**src/rtl/piso_serializer.sv**
```systemverilog
// piso_serializer: parallel-in serial-out shifter.
// A WIDTH-bit word is accepted over a valid/ready handshake and is then shifted
// out one bit per enabled clock. The sout_valid strobe qualifies each bit, and
// done marks the final bit. All outputs come straight from flops.
module piso_serializer #(
  parameter int WIDTH     = 8,
  parameter bit MSB_FIRST = 1'b1
) (
  input  logic             clk,
  input  logic             rst,
  input  logic             en,
  input  logic             in_valid,
  input  logic [WIDTH-1:0] din,
  output logic             in_ready,
  output logic             sout,
  output logic             sout_valid,
  output logic             busy,
  output logic             done
);

  localparam int CW = $clog2(WIDTH + 1);

  typedef enum logic [0:0] {
    IDLE  = 1'b0,
    SHIFT = 1'b1
  } state_t;

  state_t           state_r, state_s;
  logic [WIDTH-1:0] shreg_r, shreg_s;
  logic [CW-1:0]    cnt_r, cnt_s;
  logic             in_ready_r, in_ready_s;
  logic             sout_r, sout_s;
  logic             sout_valid_r, sout_valid_s;
  logic             busy_r, busy_s;
  logic             done_r, done_s;

  // Next-state and next-output logic. Defaults hold the state and clear the strobes.
  always_comb begin
    state_s      = state_r;
    shreg_s      = shreg_r;
    cnt_s        = cnt_r;
    in_ready_s   = in_ready_r;
    sout_s       = sout_r;
    sout_valid_s = 1'b0;
    busy_s       = busy_r;
    done_s       = 1'b0;
    case (state_r)
      IDLE: begin
        if (in_valid && in_ready_r) begin
          // Accept the word. en has no effect on acceptance.
          shreg_s    = din;
          cnt_s      = CW'(WIDTH);
          state_s    = SHIFT;
          in_ready_s = 1'b0;
          busy_s     = 1'b1;
        end else begin
          in_ready_s = 1'b1;
          busy_s     = 1'b0;
        end
      end
      SHIFT: begin
        if (cnt_r == CW'(0)) begin
          // The last bit went out on the previous edge. Reopen the input.
          state_s    = IDLE;
          in_ready_s = 1'b1;
          busy_s     = 1'b0;
        end else if (en) begin
          if (MSB_FIRST) begin
            sout_s  = shreg_r[WIDTH-1];
            shreg_s = {shreg_r[WIDTH-2:0], 1'b0};
          end else begin
            sout_s  = shreg_r[0];
            shreg_s = {1'b0, shreg_r[WIDTH-1:1]};
          end
          sout_valid_s = 1'b1;
          cnt_s        = cnt_r - CW'(1);
          done_s       = (cnt_r == CW'(1));
        end else begin
          // Paused: sout keeps its last bit, and the counter and data are frozen.
          sout_s = sout_r;
        end
      end
      default: begin
        state_s    = IDLE;
        in_ready_s = 1'b1;
        busy_s     = 1'b0;
      end
    endcase
  end

  // State and output registers with a synchronous reset that overrides all inputs.
  always_ff @(posedge clk) begin
    if (rst) begin
      state_r      <= IDLE;
      shreg_r      <= '0;
      cnt_r        <= '0;
      in_ready_r   <= 1'b1;
      sout_r       <= 1'b0;
      sout_valid_r <= 1'b0;
      busy_r       <= 1'b0;
      done_r       <= 1'b0;
    end else begin
      state_r      <= state_s;
      shreg_r      <= shreg_s;
      cnt_r        <= cnt_s;
      in_ready_r   <= in_ready_s;
      sout_r       <= sout_s;
      sout_valid_r <= sout_valid_s;
      busy_r       <= busy_s;
      done_r       <= done_s;
    end
  end

  assign in_ready   = in_ready_r;
  assign sout       = sout_r;
  assign sout_valid = sout_valid_r;
  assign busy       = busy_r;
  assign done       = done_r;

endmodule
```
**config.mk**
```make
export PLATFORM = sky130hd
export DESIGN_NAME = piso_serializer
export DESIGN_NICKNAME = d
export VERILOG_FILES = /design/src/rtl/piso_serializer.sv
export SDC_FILE = /design/constraint.sdc
export NUM_CORES = 1
export LEC_CHECK = 0
export BUFFER_PORTS_ARGS = -buffer_cell sky130_fd_sc_hd__buf_2
export CORE_MARGIN = 5
export CORE_UTILIZATION = 50
export DETAILED_ROUTE_END_ITERATION = 8
export HOLD_SLACK_MARGIN = 0.15
export PLACE_DENSITY = 0.82
export SYNTH_ARGS = -nofsm -noshare
export SYNTH_HDL_FRONTEND = slang
export SYNTH_SLANG_ARGS = --single-unit
export TNS_END_PERCENT = 5
```
**constraint.sdc**
```tcl
create_clock -name clk -period 2.23 [get_ports clk]
set_input_delay 0.1115 -clock clk [delete_from_list [all_inputs] [get_ports clk]]
set_output_delay 0.1115 -clock clk [all_outputs]
set_load 0.05 [all_outputs]
```
==> out/metrics.yaml, run 1 <==
outcome:
  outcome: "complete, no violations"
die:
  initial_core_util: 0.5430
  die_x_um: 50.92
  io_pins: 17
  rows: 14
  core-area_sq_um: 1541
  die_area_sq_um: 2592
  fp.dieH_um: 50.92
logic_synthesis:
  yosys_warnings: 0
  avgSynthCellArea_sq_um: 9.001
  syn-num-nets: 108
  syn_inst: 93
  ys_seq_area_frac: 0.4305
  synth_cell_types: 32
  ys_seq_elements: 18
  syn_area_sq_um: 837.1
final_layout:
  layout.nets: 127
  multi_input_area_sq_um: 405.4
  fillers: 139
  drive_gt1_frac: 0.2342
  utilization: 0.6274
  final-seq-area_sq_um: 360.3
  design_area_sq_um: 967.2
  antenna_cells: 0
  area_growth_pct: 15.55
route:
  wl_per_cell_um: 12.92
  highest_layer: "met4"
  drtIter0Drc: 10
  remaining_drc_errors: 0
  totalWireLength_um: 1641
  vias: 726
  dr_wl_met3_um: 79
  dr_wl_met2_um: 760
  drt-met1-wl_um: 742
  vias_per_cell: 5.717
  antenna_left: 0
  drtPass1Iterations: 4
power:
  internal_power_uw: 518.6
  pwr-share-clk: 0.273
  combPwrFrac: 0.211
  p_total_uw: 729.0
  switching_share: 0.2886
  p_sw_uw: 210.4
  p_leak_nw: 0.4119
  power_density_nw_per_um2: 753.7
  ir_drop_v: 0.0003474
  pwr-share-seq: 0.516
timing:
  worst_slew_pin_slew_ns: 0.4444
  totalNegativeSetupSlack_ns: 0
  clock.fmax_mhz: 569.8
  finalSetupViolCount: 0
  fin_crit_sh: 0.7870
  slew_headroom: 0.7033
  report.final.slew_viol_count: 0
  finalWorstPathRequiredPeriod_ns: 1.755
  rsz0062_at_grt: "no"
  fin_worst_skew_ns: 0.008498
  hold_viol: 0
clocking:
  clockBufferDepth: 2
  cts_setup_buffers: 0
  cts_tree: "yes"
  cts_resized: 0
  cts_root_buf: "clkbuf_4"
  cts_num_sinks: 18
  clkLatencyLatePin_ns: 0.30
  cts_htree_levels: 1
  cts_buffers: 3
  clkTransAtPathRegs_ns: 0.10
global_routing:
  grt_pass1_wl_um: 2925
  antenna_found_initial: 0
  grt_overflow_total: 0
  grt_pass1_vias: 731
  grt_max_degree: 16
  grt_usage: 0.1416
worst_setup_path:
  crit_path_max_incr_delay_ns: 0.40
  start_kind: "register"
  slowest_stage: "dfxtp_1"
  cp_max_fo: 9
  crit_type: "reg2reg"
  required_ns: 2.42
  critPathArrivalTime_ns: 1.94
  endpoint_kind: "register"
  crit_chain: "inv_1 -> ha_1 -> nand4bb_1 -> and2_1 -> a21oi_1 -> mux2_2"
place:
  placed_cell_area_sq_um: 910.9
  port_buffers: 16
  hpwl_um: 1220
  finalWeightedCongestion: 0.7491
hold_path:
  hold_path.class: "in2reg"
run:
  maxCapViolCount: 0
==> Yosys cell counts, drive strengths merged <==
library cell,count,area share
ha,3,0.045
nand2,3,0.013
nor3,1,0.0060
or2,1,0.0075
nand4bb,1,0.013
nor2,5,0.025
and3,2,0.015
or2b,1,0.0090
dfxtp,18,0.43
clkbuf,2,0.0090
nand3,8,0.054
a31oi,1,0.0075
and2,2,0.015
inv,10,0.045
a21oi,4,0.024
nand2b,2,0.015
a32o,1,0.012
nand3b,1,0.0090
a221oi,7,0.073
or3b,1,0.013
mux2,1,0.013
o21ai,9,0.054
a21o,1,0.0090
and3b,1,0.010
nor4b,1,0.010
a311oi,1,0.010
nor2b,1,0.0075
mux2i,1,0.012
buf,3,0.031
==> power groups by stage <==
stage / Clock [mW] / Combinational [mW] / Sequential, mW
after global placement: 0 / 0.147 / 0.383
after global routing: 0.223 / 0.170 / 0.382
after floorplan: 0 / 0.116 / 0.388
after detailed placement: 0 / 0.151 / 0.384
after CTS: 0.205 / 0.152 / 0.376
final: 0.199 / 0.154 / 0.376
==> critical path, delay by kind of cell, from the launching register on <==
family	cells	cell delay [ns]
adders and majority gates	1	0.23
buffers and inverters	1	0.09
DFF	1	0.40
muxes	1	0.29
AOI/OAI and AO/OA	1	0.14
and+or+nand+nor	2	0.51
==> cells by family (layout without fill, tap and decap cells) <==
family / count (synthesis) / count (layout) / synth area share
buf+inv: 15 / 33 / 0.08520
mux: 2 / 2 / 0.02541
fa+ha+maj: 3 / 3 / 0.04485
simple gates: 31 / 31 / 0.2242
compound gates: 24 / 24 / 0.1898
flops: 18 / 18 / 0.4305
==> cell type report <==
type | count | share of cell area
timing repair buffer | 19 | 0.1113
clock buffer | 4 | 0.03752
multi-input combinational | 60 | 0.4191
sequential | 18 | 0.3726
inverter | 10 | 0.03881
tap | 16 | 0.02070
==> per-layer routing <==
layer	up-vias	global-route usage
li1	366	-
met1	333	0.1758
met2	20	0.2293
met3	7	0.02616
met4	0	0.07660
met5	-	0
==> registers in the layout, indices dropped and copies added (netlist names) <==
| name | cells |
|---|---|
| busy | 1 |
| state_r | 1 |
| in_ready | 1 |
| cnt_r | 4 |
| shreg_r | 8 |
| done | 1 |
| sout | 1 |
| sout_valid | 1 |
==> cells in the final DEF, fill, tap and decap left out, types with 2 or more instances in the layout <==
master / Yosys / final
ha_1: 3 / 3
clkbuf_4: 0 / 3
and2_1: 2 / 2
buf_2: 0 / 16
a221oi_1: 7 / 7
inv_1: 10 / 10
and3_1: 2 / 2
dfxtp_1: 18 / 18
nand2b_1: 2 / 2
o21ai_0: 9 / 9
nor2_1: 4 / 4
nand3_1: 7 / 7
a21oi_1: 4 / 4
dlygate4sd3_1: 0 / 2
nand2_1: 3 / 3
==> stage by stage <==
stage	worst slack [ns]	instances	hold WS (ns)
global route	0.3605	127	0.1677
floorplan	0.7011	93	0.1876
global placement	0.6285	121	0.3729
CTS	0.4992	126	0.1504
detailed placement	0.5109	121	0.3806
finish	0.4749	127	0.1519
==> worst paths after layout <==
kind	startpoint	end	slack, ns	depth (start not counted)
setup / recovery	cnt_r[0]$_SDFFE_PP0P_	cnt_r[0]$_SDFFE_PP0P_	0.47	6
hold / removal	din[4]	shreg_r[4]$_SDFFE_PP0P_	0.15	3
setup reg to reg	cnt_r[0]$_SDFFE_PP0P_	cnt_r[0]$_SDFFE_PP0P_	0.47	6
hold reg to reg	shreg_r[4]$_SDFFE_PP0P_	shreg_r[4]$_SDFFE_PP0P_	0.48	2
==> repair_timing <==
item	in CTS	in global routing
hold buffers	1	1
hold endpoints to repair	1	1
setup endpoints to repair	0	0
Power figures use the tool's default switching activity.
==> run 2: changes to the inputs <==
==> constraint.sdc (replaced) <==
create_clock -name clk -period 1.66 [get_ports clk]
set_input_delay 0.083 -clock clk [delete_from_list [all_inputs] [get_ports clk]]
set_output_delay 0.083 -clock clk [all_outputs]
set_load 0.05 [all_outputs]
==> run 2 against run 1 <==
  * Core utilization up 5.0 points
  * Combinational power is 64% higher
  * Count of clock-buffer cells in the layout unchanged
  * Critical path type unchanged
  * Critical endpoint unchanged
==> out/metrics.yaml, run 2 (synthesis gave the netlist of run 1 again) <==
outcome:
  outcome: "complete, no violations"
worst_setup_path:
  r2r_start: "cnt_r[1]$_SDFFE_PP0P_"
  crit_type: "reg2reg"
  crit_chain: "inv_1 -> ha_1 -> or3b_4 -> nand3_2 -> nor2_2 -> mux2_2"
  r2r_cells: 6
  critPathCapture: "cnt_r[0]$_SDFFE_PP0P_"
  crit_start: "cnt_r[1]$_SDFFE_PP0P_"
  crit_path_max_incr_delay_ns: 0.41
  start_kind: "register"
  critPathArrivalTime_ns: 1.75
  slowest_stage: "or3b_4"
  reg2reg_to: "cnt_r[0]$_SDFFE_PP0P_"
  required_ns: 1.86
  cp_max_fo: 3
  r2r_slack_ns: 0.10
  endpoint_kind: "register"
route:
  drtPass1Iterations: 4
  totalWireLength_um: 1797
  remaining_drc_errors: 0
  vias_per_cell: 5.776
  antenna_left: 0
  wl_per_cell_um: 13.41
  drtIter0Drc: 15
  vias: 774
power:
  p_leak_nw: 0.4504
  pwr-share-seq: 0.488
  p_total_mw: 1.023
  internal_power_uw: 723.5
  combPwrFrac: 0.247
  power_density_nw_per_um2: 978.8
  pwr-share-clk: 0.265
  ir_drop_v: 0.0006502
  p_sw_uw: 299.1
  switching_share: 0.2925
die:
  die_area_sq_um: 2592
  initial_core_util: 0.5430
  core-area_sq_um: 1541
  io_pins: 17
  fp.dieH_um: 50.92
  die_x_um: 50.92
  rows: 14
timing:
  finalWorstPathRequiredPeriod_ns: 1.559
  fin_worst_skew_ns: 0.001260
  worst_slew_pin_slew_ns: 0.3527
  clock.fmax_mhz: 641.3
  totalNegativeSetupSlack_ns: 0
  finalSetupViolCount: 0
  hold_viol: 0
  rsz0062_at_grt: "no"
  slew_headroom: 0.7615
  fin_crit_sh: 0.9394
  report.final.slew_viol_count: 0
clocking:
  cts_num_sinks: 18
  cts_htree_levels: 1
  cts_root_buf: "clkbuf_4"
  clkTransAtPathRegs_ns: 0.10
  clkLatencyLatePin_ns: 0.30
  clockBufferDepth: 2
  cts_tree: "yes"
  cts_buffers: 3
global_routing:
  grt_usage: 0.1502
  grt_max_degree: 16
  grt_overflow_total: 0
  antenna_found_initial: 0
  grt_pass1_vias: 741
  grt_pass1_wl_um: 3015
final_layout:
  top_register: "shreg_r"
  area_growth_pct: 24.81
  final_cell_mix: "dfxtp_1 (17), buf_2 (16), inv_1 (10)"
  largest_register_ffs: 8
  drive_gt1_frac: 0.2797
  final_common_cell: "dfxtp_1"
  layout.nets: 134
  antenna_cells: 0
  reg.largest.list: "shreg_r: 8 flops, cnt_r: 4 flops"
run:
  maxCapViolCount: 0
place:
  finalWeightedCongestion: 0.8500
  hpwl_um: 1249
  port_buffers: 16
hold_path:
  hold_path.class: "in2reg"
==> run 2: how the worst min path moves through the flow <==
stage / startpoint / endpoint / slack, ns / cells past startpoint
finish: din[7] / shreg_r[7]$_SDFFE_PP0P_ / 0.16 / 3
global route: din[7] / shreg_r[7]$_SDFFE_PP0P_ / 0.17 / 3
CTS: din[7] / shreg_r[7]$_SDFFE_PP0P_ / 0.16 / 3
detailed placement: din[0] / shreg_r[0]$_SDFFE_PP0P_ / 0.33 / 2
global placement: din[0] / shreg_r[0]$_SDFFE_PP0P_ / 0.33 / 2
floorplan: rst / sout_valid$_SDFF_PP0_ / 0.16 / 1
==> run 2: worst max-delay path: cells and delay by family (launching register included) <==
kind	cells	cell delay, ns
DFF	1	0.33
muxes	1	0.26
and+or+nand+nor	3	0.58
buffers and inverters	1	0.10
adders and majority gates	1	0.19
==> run 2: repair_timing <==
action                                  4_1_cts  5_1_grt
hold buffers                                  6        0
gates resized for setup                       0        4
buffers inserted                              0        0
hold endpoints to repair                      7        0
endpoints found under the setup margin        0        9
==> run 2: power by group through the flow <==
stage	combinational, mW	sequential, mW	clock (mW)
after floorplan	0.155	0.521	0
after global placement	0.221	0.507	0
after detailed placement	0.227	0.508	0
after CTS	0.240	0.499	0.276
after global routing	0.279	0.505	0.296
final	0.253	0.499	0.271
==> run 2: area by class of cell <==
cell class              instances  area (sq um)
repair buffers                 26         170.2
multi-input cells              60         419.2
inverters                      10         37.54
flip-flops and latches         18         361.6
well taps                      16         20.02
clock buffers                   4         36.28
fillers                       126         496.7
==> run 2: routing by layer <==
| layer | up-vias | GRT usage | share of wire |
|---|---|---|---|
| li1 | 381 | - | - |
| met1 | 370 | 0.1786 | 0.45 |
| met2 | 16 | 0.2479 | 0.47 |
| met3 | 7 | 0.02616 | 0.044 |
| met4 | 0 | 0.09362 | 0.035 |
| met5 | - | 0 | 0 |
==> run 2: through the flow <==
stage | setup WS (ns) | std cells | hold WS, ns | cell area (sq um) | utilization
2_1_floorplan | 0.1311 | 93 | 0.1591 | 837.1 | -
3_3_place_gp | 0.1651 | 124 | 0.3278 | 933.4 | 0.6055
3_5_place_dp | 0.09176 | 124 | 0.3347 | 933.4 | 0.6055
4_1_cts | 0.06385 | 134 | 0.1556 | 1030 | 0.6680
5_1_grt | 0.01810 | 134 | 0.1686 | 1045 | 0.6778
6_report | 0.1007 | 134 | 0.1623 | 1045 | 0.6778
==> run 3: changes to the inputs <==
--- a/config.mk
+++ b/config.mk
@@ -7,10 +7,10 @@
 export LEC_CHECK = 0
 export BUFFER_PORTS_ARGS = -buffer_cell sky130_fd_sc_hd__buf_2
 export CORE_MARGIN = 5
-export CORE_UTILIZATION = 50
+export CORE_UTILIZATION = 51
 export DETAILED_ROUTE_END_ITERATION = 8
 export HOLD_SLACK_MARGIN = 0.15
-export PLACE_DENSITY = 0.82
+export PLACE_DENSITY = 0.83
 export SYNTH_ARGS = -nofsm -noshare
 export SYNTH_HDL_FRONTEND = slang
 export SYNTH_SLANG_ARGS = --single-unit
==> run 3 against run 2 <==
  * Sequential power about the same
  * Non-clock buffer count down 3
  * Cell count down 3.0%
  * Setup slack improved by 0.0091 ns
  * First-iteration DRC count rose by 13%
  * Register-to-register slack about the same
  * Cell area shrank 4.4%
  * Critical path type unchanged
  * Critical endpoint unchanged
==> out/metrics.yaml, run 3 (synthesis gave the netlist of run 1 again) <==
outcome:
  outcome: "complete, no violations"
clocking:
  cts_buffers: 3
  cts_tree: "yes"
  clkLatencyLatePin_ns: 0.28
  cts_num_sinks: 18
  cts_setup_buffers: 0
  clkTransAtPathRegs_ns: 0.09
  cts_htree_levels: 1
  clockBufferDepth: 2
  cts_root_buf: "clkbuf_4"
final_layout:
  largest_register_ffs: 8
  fillers: 133
  final_cells: 130
  multi_input_area_sq_um: 417.9
  reg.largest.list: "shreg_r: 8 flops, cnt_r: 4 flops"
  final_common_cell: "dfxtp_1"
  utilization: 0.6552
  area_growth_pct: 19.28
  design_area_sq_um: 998.5
  final_cell_mix: "dfxtp_1 (18), buf_2 (16), inv_1 (10)"
  top_register: "shreg_r"
  layout.nets: 131
  antenna_cells: 0
  drive_gt1_frac: 0.2719
  final-seq-area_sq_um: 360.3
timing:
  totalNegativeSetupSlack_ns: 0
  report.final.slew_viol_count: 0
  fin_crit_sh: 0.9339
  worst_slew_pin_slew_ns: 0.3681
  layout_setup_ws_ns: 0.1097
  finalWorstPathRequiredPeriod_ns: 1.550
  finalSetupViolCount: 0
  rsz0062_at_grt: "no"
  clock.fmax_mhz: 645.0
  fin_worst_skew_ns: 0.001155
  slew_headroom: 0.7512
  hold_viol: 0
die:
  rows: 14
  fp.dieH_um: 50.51
  io_pins: 17
  core-area_sq_um: 1524
  initial_core_util: 0.5493
  die_area_sq_um: 2551
  die_x_um: 50.51
worst_setup_path:
  crit_type: "reg2reg"
  endpoint_kind: "register"
  required_ns: 1.84
  slowest_stage: "or3b_4"
  cp_max_fo: 3
  cp_num_buf_inv: 1
  start_kind: "register"
  r2r_cells: 6
  cpLargestDelayFamily: "simple AND/OR/NAND/NOR gates"
  cp.depth: 6
  crit_chain: "inv_1 -> ha_1 -> or3b_4 -> nand3_2 -> nor2_2 -> mux2_2"
  critPathArrivalTime_ns: 1.73
  crit_path_max_incr_delay_ns: 0.40
  r2r_slack_ns: 0.11
route:
  vias: 745
  drtIter0Drc: 17
  vias_per_cell: 5.731
  remaining_drc_errors: 0
  wl_per_cell_um: 12.92
  totalWireLength_um: 1680
  drtPass1Iterations: 4
  antenna_left: 0
power:
  pwr-share-seq: 0.528
  internal_power_uw: 666.6
  p_leak_nw: 0.4285
  combPwrFrac: 0.253
  switching_share: 0.2961
  p_sw_uw: 280.4
  power_density_nw_per_um2: 948.4
  pwr-share-clk: 0.218
  ir_drop_v: 0.0006818
global_routing:
  grt_usage: 0.1453
  grt_overflow_total: 0
  antenna_found_initial: 0
  grt_max_degree: 16
  grt_pass1_wl_um: 2898
  grt_pass1_vias: 703
place:
  placed_cell_area_sq_um: 933.4
  port_buffers: 16
  dp_slack_ns: 0.1172
  finalWeightedCongestion: 0.8423
  place_inst: 124
  hpwl_um: 1261
run:
  maxCapViolCount: 0
hold_path:
  hold_path.class: "in2reg"
  hold_path_depth: 3
run 3: changes by cell type in the layout (fill, tap and decap cells not counted):
cell and change:
dlygate4sd3_1 -3, clkbuf_8 -1, and2_2 +1, dfxtp_2 -1
dfxtp_1 +1, and2_4 -1
run 3: metal layers:
| metal | track usage | up-vias | part of all wire |
|---|---|---|---|
| met5 | 0 | - | 0 |
| met4 | 0.07660 | 0 | 0.021 |
| met3 | 0.03254 | 4 | 0.055 |
| met2 | 0.2293 | 21 | 0.47 |
| met1 | 0.1823 | 346 | 0.45 |
| li1 | - | 374 | - |
run 3: path summary, 6_finish.rpt:
check                            end                   from
max            cnt_r[0]$_SDFFE_PP0P_  cnt_r[1]$_SDFFE_PP0P_
min          shreg_r[6]$_SDFFE_PP0P_                 din[6]
max reg2reg    cnt_r[0]$_SDFFE_PP0P_  cnt_r[1]$_SDFFE_PP0P_
min reg2reg    cnt_r[1]$_SDFFE_PP0P_  cnt_r[1]$_SDFFE_PP0P_
run 3: repair_timing:
item,in CTS,in global routing
hold buffers,3,0
endpoints found under the hold margin,4,0
setup endpoints to repair,0,5
gates resized for setup,0,3
run 3: through the flow:
step,total power [mW],hold WS [ns]
after floorplan,0.6761,0.1591
after global placement,0.7281,0.3261
after detailed placement,0.7364,0.3398
after CTS,0.9450,0.1522
after global routing,1.010,0.1522
final,0.9470,0.1517
run 3: cell type report:
class / count / area share
inverter: 10 / 0.03759
clock buffer: 3 / 0.02256
multi-input combinational: 60 / 0.4185
timing repair buffer: 23 / 0.1404
sequential: 18 / 0.3609
tap: 16 / 0.02005
run 3: power by group through the flow:
stage                     Combinational, mW  Clock [mW]  Sequential [mW]
after floorplan                       0.155           0            0.521
after global placement                0.221           0            0.507
after detailed placement              0.226           0            0.511
after CTS                             0.233       0.212            0.500
after global routing                  0.268       0.237            0.505
final                                 0.240       0.207            0.500
run 3: worst reg2reg max path: cells and delay by family, from the launching register on:
| family | cells | cell delay, ns |
|---|---|---|
| buffers and inverters | 1 | 0.10 |
| adder cells (fa/ha/maj) | 1 | 0.19 |
| multiplexers | 1 | 0.26 |
| flip-flops | 1 | 0.33 |
| AND/OR/NAND/NOR | 3 | 0.57 |
